`config.mk`:
```
export PLATFORM = sky130hd
export DESIGN_NAME = pattern_tx_flat
export DESIGN_NICKNAME = d
export VERILOG_FILES = /design/src/rtl/pattern_pkg.sv /design/src/rtl/pattern_tx_if.sv /design/src/rtl/pattern_bit_cnt.sv /design/src/rtl/pattern_tx.sv /design/src/flat_wrapper.sv
export SDC_FILE = /design/constraint.sdc
export NUM_CORES = 1
export LEC_CHECK = 0
export CAP_MARGIN = 15
export CORE_ASPECT_RATIO = 1.25
export CORE_UTILIZATION = 53
export DETAILED_ROUTE_END_ITERATION = 10
export PLACE_DENSITY = 0.86
export SETUP_SLACK_MARGIN = 0.05
export SLEW_MARGIN = 20
export SYNTH_ARGS = -nofsm -noshare
export SYNTH_HDL_FRONTEND = slang
export SYNTH_SLANG_ARGS = --single-unit
```
`constraint.sdc`:
```
create_clock -name clk -period 1.7 [get_ports clk]
set_input_delay 0.255 -clock clk [delete_from_list [all_inputs] [get_ports clk]]
set_output_delay 0.255 -clock clk [all_outputs]
set_load 0.02 [all_outputs]
```
`src/rtl/pattern_pkg.sv`:
```
// pattern_pkg: shared types and defaults for the pattern_tx serializer.
//   state_t    : FSM state encoding (IDLE/SEND/PAR/DONE)
//   PAT_W_DEF  : default pattern length in bits
//   REP_W_DEF  : default width of the repeat-count input
package pattern_pkg;

  localparam int PAT_W_DEF = 4;
  localparam int REP_W_DEF = 3;

  typedef enum logic [1:0] {
    IDLE = 2'd0,
    SEND = 2'd1,
    PAR  = 2'd2,
    DONE = 2'd3
  } state_t;

endpackage

```
`src/rtl/pattern_tx_if.sv`:
```
// pattern_tx_if: request/stream bundle between a requester and pattern_tx.
//   start     : request to send (requester -> tx)
//   pat       : pattern, MSB sent first (requester -> tx)
//   reps      : repetition count, 0 treated as 1 (requester -> tx)
//   out       : serial bit (tx -> requester)
//   out_valid : out carries a pattern or parity bit (tx -> requester)
//   busy      : transfer in progress (tx -> requester)
//   done      : one-cycle pulse after the last bit (tx -> requester)
// Modports: master = requester side, slave = pattern_tx side.
interface pattern_tx_if #(
  parameter int PAT_W = pattern_pkg::PAT_W_DEF,
  parameter int REP_W = pattern_pkg::REP_W_DEF
) ();

  logic             start;
  logic [PAT_W-1:0] pat;
  logic [REP_W-1:0] reps;
  logic             out;
  logic             out_valid;
  logic             busy;
  logic             done;

  modport master (
    output start, pat, reps,
    input  out, out_valid, busy, done
  );

  modport slave (
    input  start, pat, reps,
    output out, out_valid, busy, done
  );

endinterface

```
`src/rtl/pattern_bit_cnt.sv`:
```
// pattern_bit_cnt: loadable down-counter with terminal-count flag.
//   clk      : rising-edge clock
//   reset    : asynchronous active-low reset (count -> 0)
//   load     : load load_val (has priority over dec)
//   load_val : value to load
//   dec      : decrement by one; the count saturates at 0, never wraps
//   tc       : count is at or below the terminal value TC
// tc is a plain compare on the current count, so callers see the terminal
// condition before the decrement that would cross it.
module pattern_bit_cnt #(
  parameter int W  = 3,
  parameter int TC = 0
) (
  input  logic         clk,
  input  logic         reset,
  input  logic         load,
  input  logic [W-1:0] load_val,
  input  logic         dec,
  output logic         tc
);

  localparam logic [W-1:0] TC_V = W'(TC);

  logic [W-1:0] cnt;

  always_ff @(posedge clk or negedge reset) begin
    if (!reset) begin
      cnt <= '0;
    end else if (load) begin
      cnt <= load_val;
    end else if (dec && (cnt != '0)) begin
      cnt <= cnt - W'(1);
    end
  end

  assign tc = (cnt <= TC_V);

endmodule

```
`src/rtl/pattern_tx.sv`:
```
// pattern_tx: serializes a captured pattern MSB first, repeated reps times
// (0 means once) back to back, optionally followed by an even-parity bit
// after each repetition.
//   clk   : rising-edge clock
//   reset : asynchronous active-low reset; abandons any transfer
//   bus   : pattern_tx_if.slave (start/pat/reps in, out/out_valid/busy/done out)
// Build option: define PATTERN_TX_PARITY_EN to add the PAR state and parity
// bit; without it SEND goes straight to reload or DONE.
// PAT_W must be at least 2.
//
// state | meaning
// IDLE  | waiting for start, outputs quiet
// SEND  | shifting pattern bits onto out
// PAR   | emitting parity of the captured pattern (parity builds only)
// DONE  | one-cycle done pulse, then back to IDLE
module pattern_tx
  import pattern_pkg::*;
#(
  parameter int PAT_W = PAT_W_DEF,
  parameter int REP_W = REP_W_DEF
) (
  input  logic         clk,
  input  logic         reset,
  pattern_tx_if.slave  bus
);

  localparam int              IDX_W   = $clog2(PAT_W);
  localparam logic [IDX_W-1:0] IDX_TOP = IDX_W'(PAT_W - 1);

  state_t           state;
  // Bits still to be sent after the one currently on out.
  logic [PAT_W-2:0] shreg;
  logic [PAT_W-1:0] pat_cap;

  logic out_r;
  logic valid_r;
  logic busy_r;
  logic done_r;

  logic accept;
  logic idx_tc;
  logic rep_tc;
  logic pat_end;
  logic reload;

  assign accept = (state == IDLE) && bus.start;

`ifdef PATTERN_TX_PARITY_EN
  logic par_bit;
  assign par_bit = ^pat_cap;
  assign pat_end = (state == PAR);
`else
  assign pat_end = (state == SEND) && idx_tc;
`endif

  // Repeat counter holds the raw count; "> 1" means another repetition.
  assign reload = pat_end && !rep_tc;

  pattern_bit_cnt #(.W(IDX_W), .TC(0)) u_idx (
    .clk      (clk),
    .reset    (reset),
    .load     (accept || reload),
    .load_val (IDX_TOP),
    .dec      ((state == SEND) && !idx_tc),
    .tc       (idx_tc)
  );

  pattern_bit_cnt #(.W(REP_W), .TC(1)) u_rep (
    .clk      (clk),
    .reset    (reset),
    .load     (accept),
    .load_val (bus.reps),
    .dec      (reload),
    .tc       (rep_tc)
  );

  // Outputs are registered alongside the state so they describe the state
  // being entered; nothing reaches the bus combinationally from inputs.
  always_ff @(posedge clk or negedge reset) begin
    if (!reset) begin
      state   <= IDLE;
      shreg   <= '0;
      pat_cap <= '0;
      out_r   <= 1'b0;
      valid_r <= 1'b0;
      busy_r  <= 1'b0;
      done_r  <= 1'b0;
    end else begin
      case (state)
        IDLE: begin
          done_r <= 1'b0;
          if (bus.start) begin
            state   <= SEND;
            pat_cap <= bus.pat;
            shreg   <= bus.pat[PAT_W-2:0];
            out_r   <= bus.pat[PAT_W-1];
            valid_r <= 1'b1;
            busy_r  <= 1'b1;
          end
        end

        SEND: begin
          if (!idx_tc) begin
            shreg <= shreg << 1;
            out_r <= shreg[PAT_W-2];
          end
`ifdef PATTERN_TX_PARITY_EN
          else begin
            state <= PAR;
            out_r <= par_bit;
          end
`else
          else if (!rep_tc) begin
            shreg <= pat_cap[PAT_W-2:0];
            out_r <= pat_cap[PAT_W-1];
          end else begin
            state   <= DONE;
            out_r   <= 1'b0;
            valid_r <= 1'b0;
            done_r  <= 1'b1;
          end
`endif
        end

`ifdef PATTERN_TX_PARITY_EN
        PAR: begin
          if (!rep_tc) begin
            state <= SEND;
            shreg <= pat_cap[PAT_W-2:0];
            out_r <= pat_cap[PAT_W-1];
          end else begin
            state   <= DONE;
            out_r   <= 1'b0;
            valid_r <= 1'b0;
            done_r  <= 1'b1;
          end
        end
`endif

        DONE: begin
          state  <= IDLE;
          busy_r <= 1'b0;
          done_r <= 1'b0;
        end

        default: begin
          state   <= IDLE;
          out_r   <= 1'b0;
          valid_r <= 1'b0;
          busy_r  <= 1'b0;
          done_r  <= 1'b0;
        end
      endcase
    end
  end

  assign bus.out       = out_r;
  assign bus.out_valid = valid_r;
  assign bus.busy      = busy_r;
  assign bus.done      = done_r;

endmodule

```
`src/flat_wrapper.sv`:
```
// flat-port wrapper written by rule: the top's interface ports become plain ports
module pattern_tx_flat import pattern_pkg::*;
#(
  parameter int PAT_W = PAT_W_DEF,
  parameter int REP_W = REP_W_DEF
)
  (clk, reset, bus_start, bus_pat, bus_reps, bus_out, bus_out_valid, bus_busy, bus_done);
  pattern_tx_if #(.PAT_W(PAT_W), .REP_W(REP_W)) bus_i ();
  input  logic clk;
  input  logic reset;
  input wire logic [$bits(bus_i.start)-1:0] bus_start;
  input wire logic [$bits(bus_i.pat)-1:0] bus_pat;
  input wire logic [$bits(bus_i.reps)-1:0] bus_reps;
  output wire logic [$bits(bus_i.out)-1:0] bus_out;
  output wire logic [$bits(bus_i.out_valid)-1:0] bus_out_valid;
  output wire logic [$bits(bus_i.busy)-1:0] bus_busy;
  output wire logic [$bits(bus_i.done)-1:0] bus_done;
  assign bus_i.start = bus_start;
  assign bus_i.pat = bus_pat;
  assign bus_i.reps = bus_reps;
  assign bus_out = bus_i.out;
  assign bus_out_valid = bus_i.out_valid;
  assign bus_busy = bus_i.busy;
  assign bus_done = bus_i.done;
  pattern_tx #(.PAT_W(PAT_W), .REP_W(REP_W)) u_core (.clk(clk), .reset(reset), .bus(bus_i));
endmodule
```
==> flow_metrics.env, run 1 <==
export IMPL_status="finished clean"
export IMPL_wl_mm=2.14
export IMPL_cp_cell_sequence="inv_1 -> ha_4 -> o21ba_2 -> o31a_1 -> o221a_2"
export IMPL_netlist_instances=100
export IMPL_rsz0062_at_grt="false"
export IMPL_numPortBuffers=13
export IMPL_clock_latency_ns=0.30
export IMPL_setup_ws_ns=0.129
export IMPL_r2r_start="u_core.u_rep.cnt[1]$_DFFE_PN0P_"
export IMPL_syn_nets=114
export IMPL_synth_edf_count=0
export IMPL_slew_violations=0
export IMPL_cts_tree="built"
export IMPL_clk_path_buf_depth=2
export IMPL_placed_cells=134
export IMPL_period_share=0.924
export IMPL_fin_area_um2=1230
export IMPL_dieArea_um2=2100
export IMPL_r2r_setup_slack_ns=0.13
export IMPL_die_h_um=51.0
export IMPL_core_rowCount=17
export IMPL_multi_input_area_um2=526
export IMPL_viasPerCell=6.07
export IMPL_grt_pass1_vias=810
export IMPL_drv_cap=0
export IMPL_drc=0
export IMPL_setup_violations=0
export IMPL_arrival_ns=1.76
export IMPL_synth_most_common_cell="dfrtp_1"
export IMPL_crit_family="compound AO/OA/AOI/OAI gates"
export IMPL_yosys_warnings=0
export IMPL_worst_pin_slew_ns=0.389
export IMPL_ant_nets=0
export IMPL_fmax_ghz=0.637
export IMPL_r2r_end="u_core.shreg[2]$_DFFE_PN0P_"
export IMPL_cts_root_buf="clkbuf_4"
export IMPL_crit_fanout=5
export IMPL_critPathBufInv=1
export IMPL_fill_cells=134
export IMPL_drt_iter0_drc=21
export IMPL_skew_ns=0.00279
export IMPL_async_flop_share=1.00
export IMPL_clkTransAtPathRegs_ns=0.10
export IMPL_synth_top_family_by_area="simple AND/OR/NAND/NOR gates"
export IMPL_hp_class="primary input to asynchronous set/reset pin"
export IMPL_core_area_um2=1790
export IMPL_seq_area_um2=452
export IMPL_rr_worst_depth=5
export IMPL_numCtsBuffers=3
export IMPL_synth_area_leaders="dfrtp_1 44%, nand2_1 5.2%, ha_1 4.9%, o211ai_1 3.7%, o21ba_2 2.9%"
export IMPL_syn_avg_cell_area_um2=10.2
export IMPL_wire_per_inst_um=15.6
export IMPL_drt_pass1_iter_count=4
export IMPL_synth_common_cells="18 x dfrtp_1, 14 x nand2_1, 7 x inv_1, 6 x nor2_1, 5 x o211ai_1"
export IMPL_setup_worst_path_end_class="flip-flop"
export IMPL_ys_types=39
export IMPL_ys_seq_area_frac=0.442
export IMPL_post_cts_buffers=0
export IMPL_track_usage=0.240
export IMPL_fin_util=0.690
export IMPL_place_ws_ns=0.00205
export IMPL_initial_core_util=0.570
export IMPL_hold_viol=0
export IMPL_synth_xor_xnor_area_share=0
export IMPL_max_vdd_ir_drop_mv=1.13
export IMPL_finalNonFillerCells=137
export IMPL_fin_tns_setup_ns=0
export IMPL_htreeDepth=1
export IMPL_via_count=832
export IMPL_drive_above_1_share=0.203
export IMPL_slowest_delay_ns=0.39
export IMPL_leakage_uw=0.000542
export IMPL_p_per_area_nw_per_um2=1940
export IMPL_synth_top_area_share=0.442
export IMPL_place_area_um2=1180
export IMPL_ys_flop_type="dfrtp_1"
export IMPL_synth_simple_area_share=0.217
export IMPL_place_congestion=0.794
export IMPL_synthesis_area_um2=1020
export IMPL_slew_limit_headroom=0.741
export IMPL_synth_compound_area_frac=0.204
export IMPL_area_delta_synth_final_pct=21.0
export IMPL_ys_ff_latch=18
export IMPL_crit_required_ns=1.89
export IMPL_cp_start_kind="flip-flop"
export IMPL_die_w_um=41.2
export IMPL_final_min_clock_period_ns=1.57
export IMPL_synthMuxAreaShare=0.0209
export IMPL_grt_pass1_wl_mm=3.47
export IMPL_io_pins=14
export IMPL_slowest_stage="dfrtp_1"
export IMPL_crit_start="u_core.u_rep.cnt[1]$_DFFE_PN0P_"
export IMPL_synthAdderAreaFrac=0.0491
export IMPL_cts_sinks=18
export IMPL_grt_max_degree=19
export IMPL_path_class="flip-flop to flip-flop"
export IMPL_nNetsFinal=134
export IMPL_dp_hpwl_mm=1.54
export IMPL_antenna_found_initial=0
export IMPL_synth_top_area_cell="dfrtp_1"
export IMPL_grt_overflow_total=0
export IMPL_antennaDiodeCount=0
logic make-up (layout without fill, tap and decap cells):
family          Yosys count  in the layout
fa+ha+maj                 4              4
buf+inv                  12             30
flops                    18             18
mux                       2              2
compound gates           26             26
simple gates             38             38
placed cells by master (no fill, tap or decap), drive strengths merged, types with 2 or more instances in the layout:
master,Yosys,final
inv,7,7
nor3b,2,2
o22a,2,2
nor2,6,6
o31a,3,3
buf,4,7
a21oi,3,3
dfrtp,18,18
a211oi,2,2
clkbuf,1,3
o211ai,5,5
nand2,15,15
o221a,2,2
ha,4,4
clkdlybuf4s50,0,13
or3b,3,3
nand3,2,2
o21ba,3,3
flip-flops by register name, indices dropped and copies added, names as in the netlist:
name	count
u_core.bus.busy	1
u_core.bus.out_valid	1
u_core.bus.out	1
u_core.u_idx.cnt	2
u_core.bus.done	1
u_core.u_rep.cnt	3
u_core.state	2
u_core.pat_cap	4
u_core.shreg	3
worst max path at each step:
| stage | end | slack, ns | depth (start not counted) |
|---|---|---|---|
| after global placement | u_core.shreg[2]$_DFFE_PN0P_ | 0.03 | 4 |
| final | u_core.shreg[2]$_DFFE_PN0P_ | 0.13 | 5 |
| after detailed placement | u_core.shreg[1]$_DFFE_PN0P_ | 0.002 | 4 |
| after global routing | u_core.u_idx.cnt[0]$_DFFE_PN0P_ | 0.05 | 5 |
| after floorplan | u_core.shreg[1]$_DFFE_PN0P_ | 0.17 | 5 |
| after CTS | u_core.u_idx.cnt[0]$_DFFE_PN0P_ | 0.08 | 5 |
report_power, final:
| part | switching [µW] | internal [µW] |
|---|---|---|
| sequential | 187 | 636 |
| combinational | 664 | 693 |
| clock | 131 | 82.7 |
| total | 982 | 1410 |
routing by layer:
metal / track usage / vias to the layer above / part of all wire
li1: - / 398 / -
met1: 0.320 / 408 / 0.44
met2: 0.383 / 22 / 0.50
met3: 0.0261 / 4 / 0.039
met4: 0.0968 / 0 / 0.012
met5: 0 / - / 0
through the flow:
| stage | total power [µW] | hold WS, ns |
|---|---|---|
| 2_1_floorplan | 1760 | -0.0406 |
| 3_3_place_gp | 2050 | 0.459 |
| 3_5_place_dp | 2110 | 0.466 |
| 4_1_cts | 2350 | 0.289 |
| 5_1_grt | 2580 | 0.322 |
| 6_report | 2390 | 0.279 |
worst register-to-register path: stages, from the launching register on:
cell and delay (ns):
dfrtp_1 0.39, inv_1 0.12, ha_4 0.18, o21ba_2 0.20, o31a_1 0.30, o221a_2 0.28
final cells by class:
| class | instances | share of cell area |
|---|---|---|
| inverter | 7 | 0.0213 |
| timing repair buffer | 20 | 0.148 |
| sequential | 18 | 0.366 |
| clock buffer | 3 | 0.0183 |
| tap | 19 | 0.0193 |
| multi-input combinational | 70 | 0.426 |
what timing repair did:
item / in CTS / in global routing
hold buffers: 0 / 0
endpoints found under the setup margin: 4 / 4
hold endpoints to repair: 0 / 0
resized for setup: 3 / 2
Power figures use the tool's default switching activity.
==> run 2, diff against run 1 <==
ABC_AREA = 1   (was default)
CORE_MARGIN = 10   (was default)
==> run 2 against run 1 <==
Compared with the run above:
- maximum frequency is 3.7% higher
- die area is 94% higher
- clock skew is 0.0020 ns higher
- sequential power is 11% lower
- critical path depth is 4 lower
- setup slack better by 0.056 ns
- routed wire length is 2.1% lower
- sequential share of layout area is 0.93 points higher
- cell count is 26% higher
- critical path type is now flip-flop to primary output
==> flow_metrics.env, run 2 <==
export IMPL_synth_edf_count=0
export IMPL_drc=0
export IMPL_cp_cell_sequence="clkdlybuf4s50_1"
export IMPL_antennaDiodeCount=0
export IMPL_p_per_area_nw_per_um2=1800
export IMPL_synth_common_cells="58 x nand2_1, 18 x dfrtp_1, 17 x inv_1, 16 x nand3_1, 8 x nor2_1"
export IMPL_synth_most_common_cell="nand2_1"
export IMPL_r2r_end="u_core.u_rep.cnt[0]$_DFFE_PN0P_"
export IMPL_arrival_ns=1.26
export IMPL_grt_pass1_wl_mm=3.79
export IMPL_ant_nets=0
export IMPL_crit_fanout=2
export IMPL_finalNonFillerCells=173
export IMPL_worst_pin_slew_ns=0.388
export IMPL_max_vdd_ir_drop_mv=0.876
export IMPL_die_h_um=69.0
export IMPL_viasPerCell=5.20
export IMPL_grt_max_degree=19
export IMPL_yosys_warnings=0
export IMPL_period_share=0.891
export IMPL_numCtsBuffers=3
export IMPL_ys_types=17
export IMPL_cts_sinks=18
export IMPL_cts_tree="built"
export IMPL_grt_overflow_total=0
export IMPL_place_ws_ns=0.189
export IMPL_grt_met2_usage=0.197
export IMPL_synthesis_area_um2=1020
export IMPL_setup_ws_ns=0.186
export IMPL_fin_tns_setup_ns=0
export IMPL_path_class="flip-flop to primary output"
export IMPL_slowest_delay_ns=0.61
export IMPL_leakage_uw=0.000688
export IMPL_synth_top_area_cell="dfrtp_1"
export IMPL_ys_flop_type="dfrtp_1"
export IMPL_cts_root_buf="clkbuf_4"
export IMPL_drt_pass1_iter_count=4
export IMPL_crit_family="buffers and inverters"
export IMPL_setup_worst_path_end_class="primary output"
export IMPL_status="finished clean"
export IMPL_die_w_um=59.2
export IMPL_crit_required_ns=1.44
export IMPL_hp_class="primary input to asynchronous set/reset pin"
export IMPL_core_area_um2=1790
export IMPL_grt_use_met3=0.0256
export IMPL_setup_violations=0
export IMPL_antenna_found_initial=0
export IMPL_largest_register_ffs=4
export IMPL_async_flop_share=1.00
export IMPL_cp_start_kind="flip-flop"
export IMPL_slowest_stage="clkdlybuf4s50_1"
export IMPL_clkTransAtPathRegs_ns=0.10
export IMPL_busiest_layer="met2"
export IMPL_track_usage=0.110
export IMPL_totalPowerFinal_uw=2150
export IMPL_numPortBuffers=13
export IMPL_placed_cells=170
export IMPL_rsz0062_at_grt="false"
export IMPL_rr_worst_depth=8
export IMPL_r2r_start="u_core.u_idx.cnt[0]$_DFFE_PN0P_"
export IMPL_final_min_clock_period_ns=1.51
export IMPL_area_delta_synth_final_pct=17.7
export IMPL_via_count=899
export IMPL_regMostFlops="u_core.pat_cap"
export IMPL_core_rowCount=17
export IMPL_final_common_cell="nand2_1"
export IMPL_htreeDepth=1
export IMPL_critPathBufInv=1
export IMPL_slew_violations=0
export IMPL_ys_seq_area_frac=0.442
export IMPL_slew_limit_headroom=0.741
export IMPL_hold_viol=0
export IMPL_fmax_ghz=0.660
export IMPL_cts_hold_buf=0
export IMPL_clk_path_buf_depth=2
export IMPL_initial_core_util=0.570
export IMPL_syn_nets=151
export IMPL_synth_area_leaders="dfrtp_1 44%, nand2_1 21%, nand3_1 7.9%, inv_1 6.3%, ha_1 4.9%"
export IMPL_ys_ff_latch=18
export IMPL_drv_cap=0
export IMPL_drt_iter0_drc=23
export IMPL_post_cts_buffers=0
export IMPL_syn_avg_cell_area_um2=7.43
export IMPL_wl_mm=2.09
export IMPL_r2r_setup_slack_ns=0.19
export IMPL_cts_resized_gates=0
export IMPL_skew_ns=0.00480
export IMPL_met1_usage=0.109
export IMPL_synth_top_area_share=0.442
export IMPL_nNetsFinal=170
export IMPL_io_pins=14
export IMPL_grt_pass1_vias=951
export IMPL_dieArea_um2=4090
export IMPL_dp_hpwl_mm=1.67
export IMPL_wire_per_inst_um=12.1
export IMPL_place_congestion=0.853
export IMPL_clock_latency_ns=0.29
export IMPL_reg_top3="u_core.pat_cap (4), u_core.shreg (3), u_core.u_rep.cnt (3)"
export IMPL_mostFrequentLayoutCells="58 x nand2_1, 18 x dfrtp_1, 17 x inv_1"
export IMPL_drive_above_1_share=0.0779
export IMPL_netlist_instances=137
run 2: cell count changes after synthesis, sizes merged, moves of 3 or more:
cell and change:
nand2 +45, nand3 +16, inv +11, o211ai -5, nor2 +4, buf -3, o21ai +3, o21ba -3
o31a -3, or3b -3
run 2: logic make-up (layout without fill, tap and decap cells):
kind of cell,after synthesis,after routing,share of synthesized area
and+or+nand+nor,89,89,0.394
DFF,18,18,0.442
adders and majority gates,4,4,0.0491
buffers and inverters,19,36,0.0774
AOI/OAI and AO/OA,7,7,0.0369
run 2: layer usage:
layer  vias to the layer above  wire [µm]
li1                        460          -
met1                       414        844
met2                        19       1100
met3                         6         94
met4                         0         53
met5                         -          0
run 2: worst max path at each step:
| stage | start | endpoint | depth (start not counted) |
|---|---|---|---|
| finish | u_core.bus.busy$_DFFE_PN0P_ | bus_busy | 1 |
| global route | u_core.u_idx.cnt[0]$_DFFE_PN0P_ | u_core.u_rep.cnt[0]$_DFFE_PN0P_ | 8 |
| CTS | u_core.bus.busy$_DFFE_PN0P_ | bus_busy | 1 |
| detailed placement | bus_start | u_core.u_rep.cnt[0]$_DFFE_PN0P_ | 7 |
| global placement | bus_start | u_core.u_rep.cnt[2]$_DFFE_PN0P_ | 7 |
| floorplan | u_core.u_idx.cnt[0]$_DFFE_PN0P_ | u_core.u_idx.cnt[0]$_DFFE_PN0P_ | 7 |
run 2: power breakdown:
group / switching [µW] / leakage, µW / internal (µW)
registers: 110 / 0.000224 / 625
logic: 753 / 0.000451 / 453
clock network: 128 / 0.0000138 / 82.3
total: 992 / 0.000688 / 1160
run 2: cell type report:
cell class | count | area [µm²]
sequential | 18 | 450
clock buffer | 3 | 22.5
fill | 153 | 588
tap | 19 | 23.8
multi-input combinational | 100 | 489
inverter | 18 | 67.6
timing repair buffer | 15 | 145
run 2: through the flow:
stage	hold WS, ns	instance area, µm²	util
6_report	0.283	1200	0.671
3_3_place_gp	0.454	1180	0.658
3_5_place_dp	0.459	1180	0.658
2_1_floorplan	-0.0406	1020	-
5_1_grt	0.291	1200	0.671
4_1_cts	0.297	1200	0.671
==> run 3, diff against run 2 <==
CORE_UTILIZATION = 50   (was 53)
PLACE_DENSITY = 0.82   (was 0.86)
==> run 3 against run 2 <==
Compared with the run above:
- clock skew is 0.00095 ns lower
- worst hold slack worse by 0.011 ns
- sequential power is 1% higher
- final area is 1.3% higher
- die area is 4.1% higher
- critical path type unchanged
- critical path depth stayed put
- total power is 2.5% higher
==> flow_metrics.env, run 3 (synthesis results as in run 2) <==
export IMPL_status="finished clean"
export IMPL_cts_hold_buf=0
export IMPL_place_congestion=0.888
export IMPL_area_delta_synth_final_pct=19.2
export IMPL_drv_cap=0
export IMPL_dp_hpwl_mm=1.61
export IMPL_slew_violations=0
export IMPL_die_h_um=70.5
export IMPL_busiest_layer="met2"
export IMPL_antenna_found_initial=0
export IMPL_met1_usage=0.127
export IMPL_seq_area_um2=450
export IMPL_cts_resized_gates=0
export IMPL_grt_pass1_wl_mm=3.78
export IMPL_io_pins=14
export IMPL_largest_register_ffs=4
export IMPL_via_count=893
export IMPL_regMostFlops="u_core.pat_cap"
export IMPL_crit_required_ns=1.44
export IMPL_cp_start_kind="flip-flop"
export IMPL_slew_limit_headroom=0.717
export IMPL_setup_worst_path_end_class="primary output"
export IMPL_cts_tree="built"
export IMPL_cts_sinks=18
export IMPL_rsz0062_at_grt="false"
export IMPL_clk_path_buf_depth=2
export IMPL_numCtsBuffers=3
export IMPL_initial_core_util=0.520
export IMPL_grt_max_degree=19
export IMPL_crit_family="buffers and inverters"
export IMPL_worst_pin_slew_ns=0.423
export IMPL_drt_pass1_iter_count=4
export IMPL_viasPerCell=5.10
export IMPL_setup_violations=0
export IMPL_drc=0
export IMPL_drive_above_1_share=0.0839
export IMPL_core_rowCount=18
export IMPL_hp_class="primary input to asynchronous set/reset pin"
export IMPL_antennaDiodeCount=0
export IMPL_wire_per_inst_um=12.1
export IMPL_fmax_ghz=0.655
export IMPL_drt_iter0_drc=22
export IMPL_fin_tns_setup_ns=0
export IMPL_htreeDepth=1
export IMPL_finalNonFillerCells=175
export IMPL_final_min_clock_period_ns=1.53
export IMPL_arrival_ns=1.27
export IMPL_skew_ns=0.00385
export IMPL_placed_cells=171
export IMPL_clkTransAtPathRegs_ns=0.11
export IMPL_crit_fanout=2
export IMPL_track_usage=0.110
export IMPL_critPathBufInv=1
export IMPL_core_area_um2=1960
export IMPL_cts_root_buf="clkbuf_4"
export IMPL_leakage_uw=0.000695
export IMPL_fin_util=0.619
export IMPL_period_share=0.898
export IMPL_max_vdd_ir_drop_mv=0.909
export IMPL_grt_met2_usage=0.173
export IMPL_hold_viol=0
export IMPL_die_w_um=60.4
export IMPL_nNetsFinal=170
export IMPL_dieArea_um2=4250
export IMPL_path_class="flip-flop to primary output"
export IMPL_grt_overflow_total=0
export IMPL_cp_cell_sequence="clkdlybuf4s50_1"
export IMPL_fill_cells=169
export IMPL_place_area_um2=1180
export IMPL_slowest_delay_ns=0.61
export IMPL_post_cts_buffers=0
export IMPL_slowest_stage="clkdlybuf4s50_1"
export IMPL_p_per_area_nw_per_um2=1820
export IMPL_fin_area_um2=1210
export IMPL_multi_input_area_um2=489
export IMPL_clock_latency_ns=0.30
export IMPL_grt_use_met3=0.0325
export IMPL_numPortBuffers=13
export IMPL_grt_pass1_vias=892
export IMPL_mostFrequentLayoutCells="58 x nand2_1, 18 x dfrtp_1, 17 x inv_1"
export IMPL_ant_nets=0
export IMPL_final_common_cell="nand2_1"
export IMPL_wl_mm=2.12
export IMPL_reg_top3="u_core.pat_cap (4), u_core.shreg (3), u_core.u_rep.cnt (3)"
==> run 3: changes by cell type in the layout (fill, tap and decap cells not counted) <==
cell | previous run | this run
clkbuf_8 | 0 | 1
==> run 3: path summary, 6_finish.rpt <==
kind	slack, ns	cells after the start	startpoint	end
worst min register to register	0.49	2	u_core.shreg[1]$_DFFE_PN0P_	u_core.shreg[1]$_DFFE_PN0P_
min in group clk	0.49	2	u_core.shreg[1]$_DFFE_PN0P_	u_core.shreg[1]$_DFFE_PN0P_
worst max-delay path	0.17	1	u_core.bus.out_valid$_DFFE_PN0P_	bus_out_valid
worst min-delay path	0.27	2	reset	u_core.shreg[2]$_DFFE_PN0P_
max in group asynchronous	1.23	2	reset	u_core.u_rep.cnt[1]$_DFFE_PN0P_
worst max register to register	0.25	8	u_core.u_idx.cnt[0]$_DFFE_PN0P_	u_core.u_rep.cnt[0]$_DFFE_PN0P_
==> run 3: final cells by class <==
class	count	share of cell area
flip-flops and latches	18	0.371
clock buffers	4	0.0299
well taps	20	0.0206
repair buffers	15	0.120
inverters	18	0.0557
multi-input cells	100	0.403
==> run 3: metrics by stage <==
step | hold WS (ns) | power [µW] | setup WS (ns)
after floorplan | -0.0406 | 1630 | 0.467
after global placement | 0.460 | 1900 | 0.261
after detailed placement | 0.459 | 1940 | 0.198
after CTS | 0.283 | 2220 | 0.158
after global routing | 0.282 | 2460 | 0.102
final | 0.273 | 2210 | 0.174
==> run 3: where the power goes <==
part	total, µW	switching [µW]	internal (µW)
Combinational	1190	744	450
Sequential	742	117	625
Clock	270	139	131
Total	2210	1000	1210
==> run 3: routing by layer <==
layer | wire [µm] | vias to the layer above
li1 | - | 461
met1 | 890 | 408
met2 | 1090 | 19
met3 | 95 | 5
met4 | 41 | 0
met5 | 0 | -
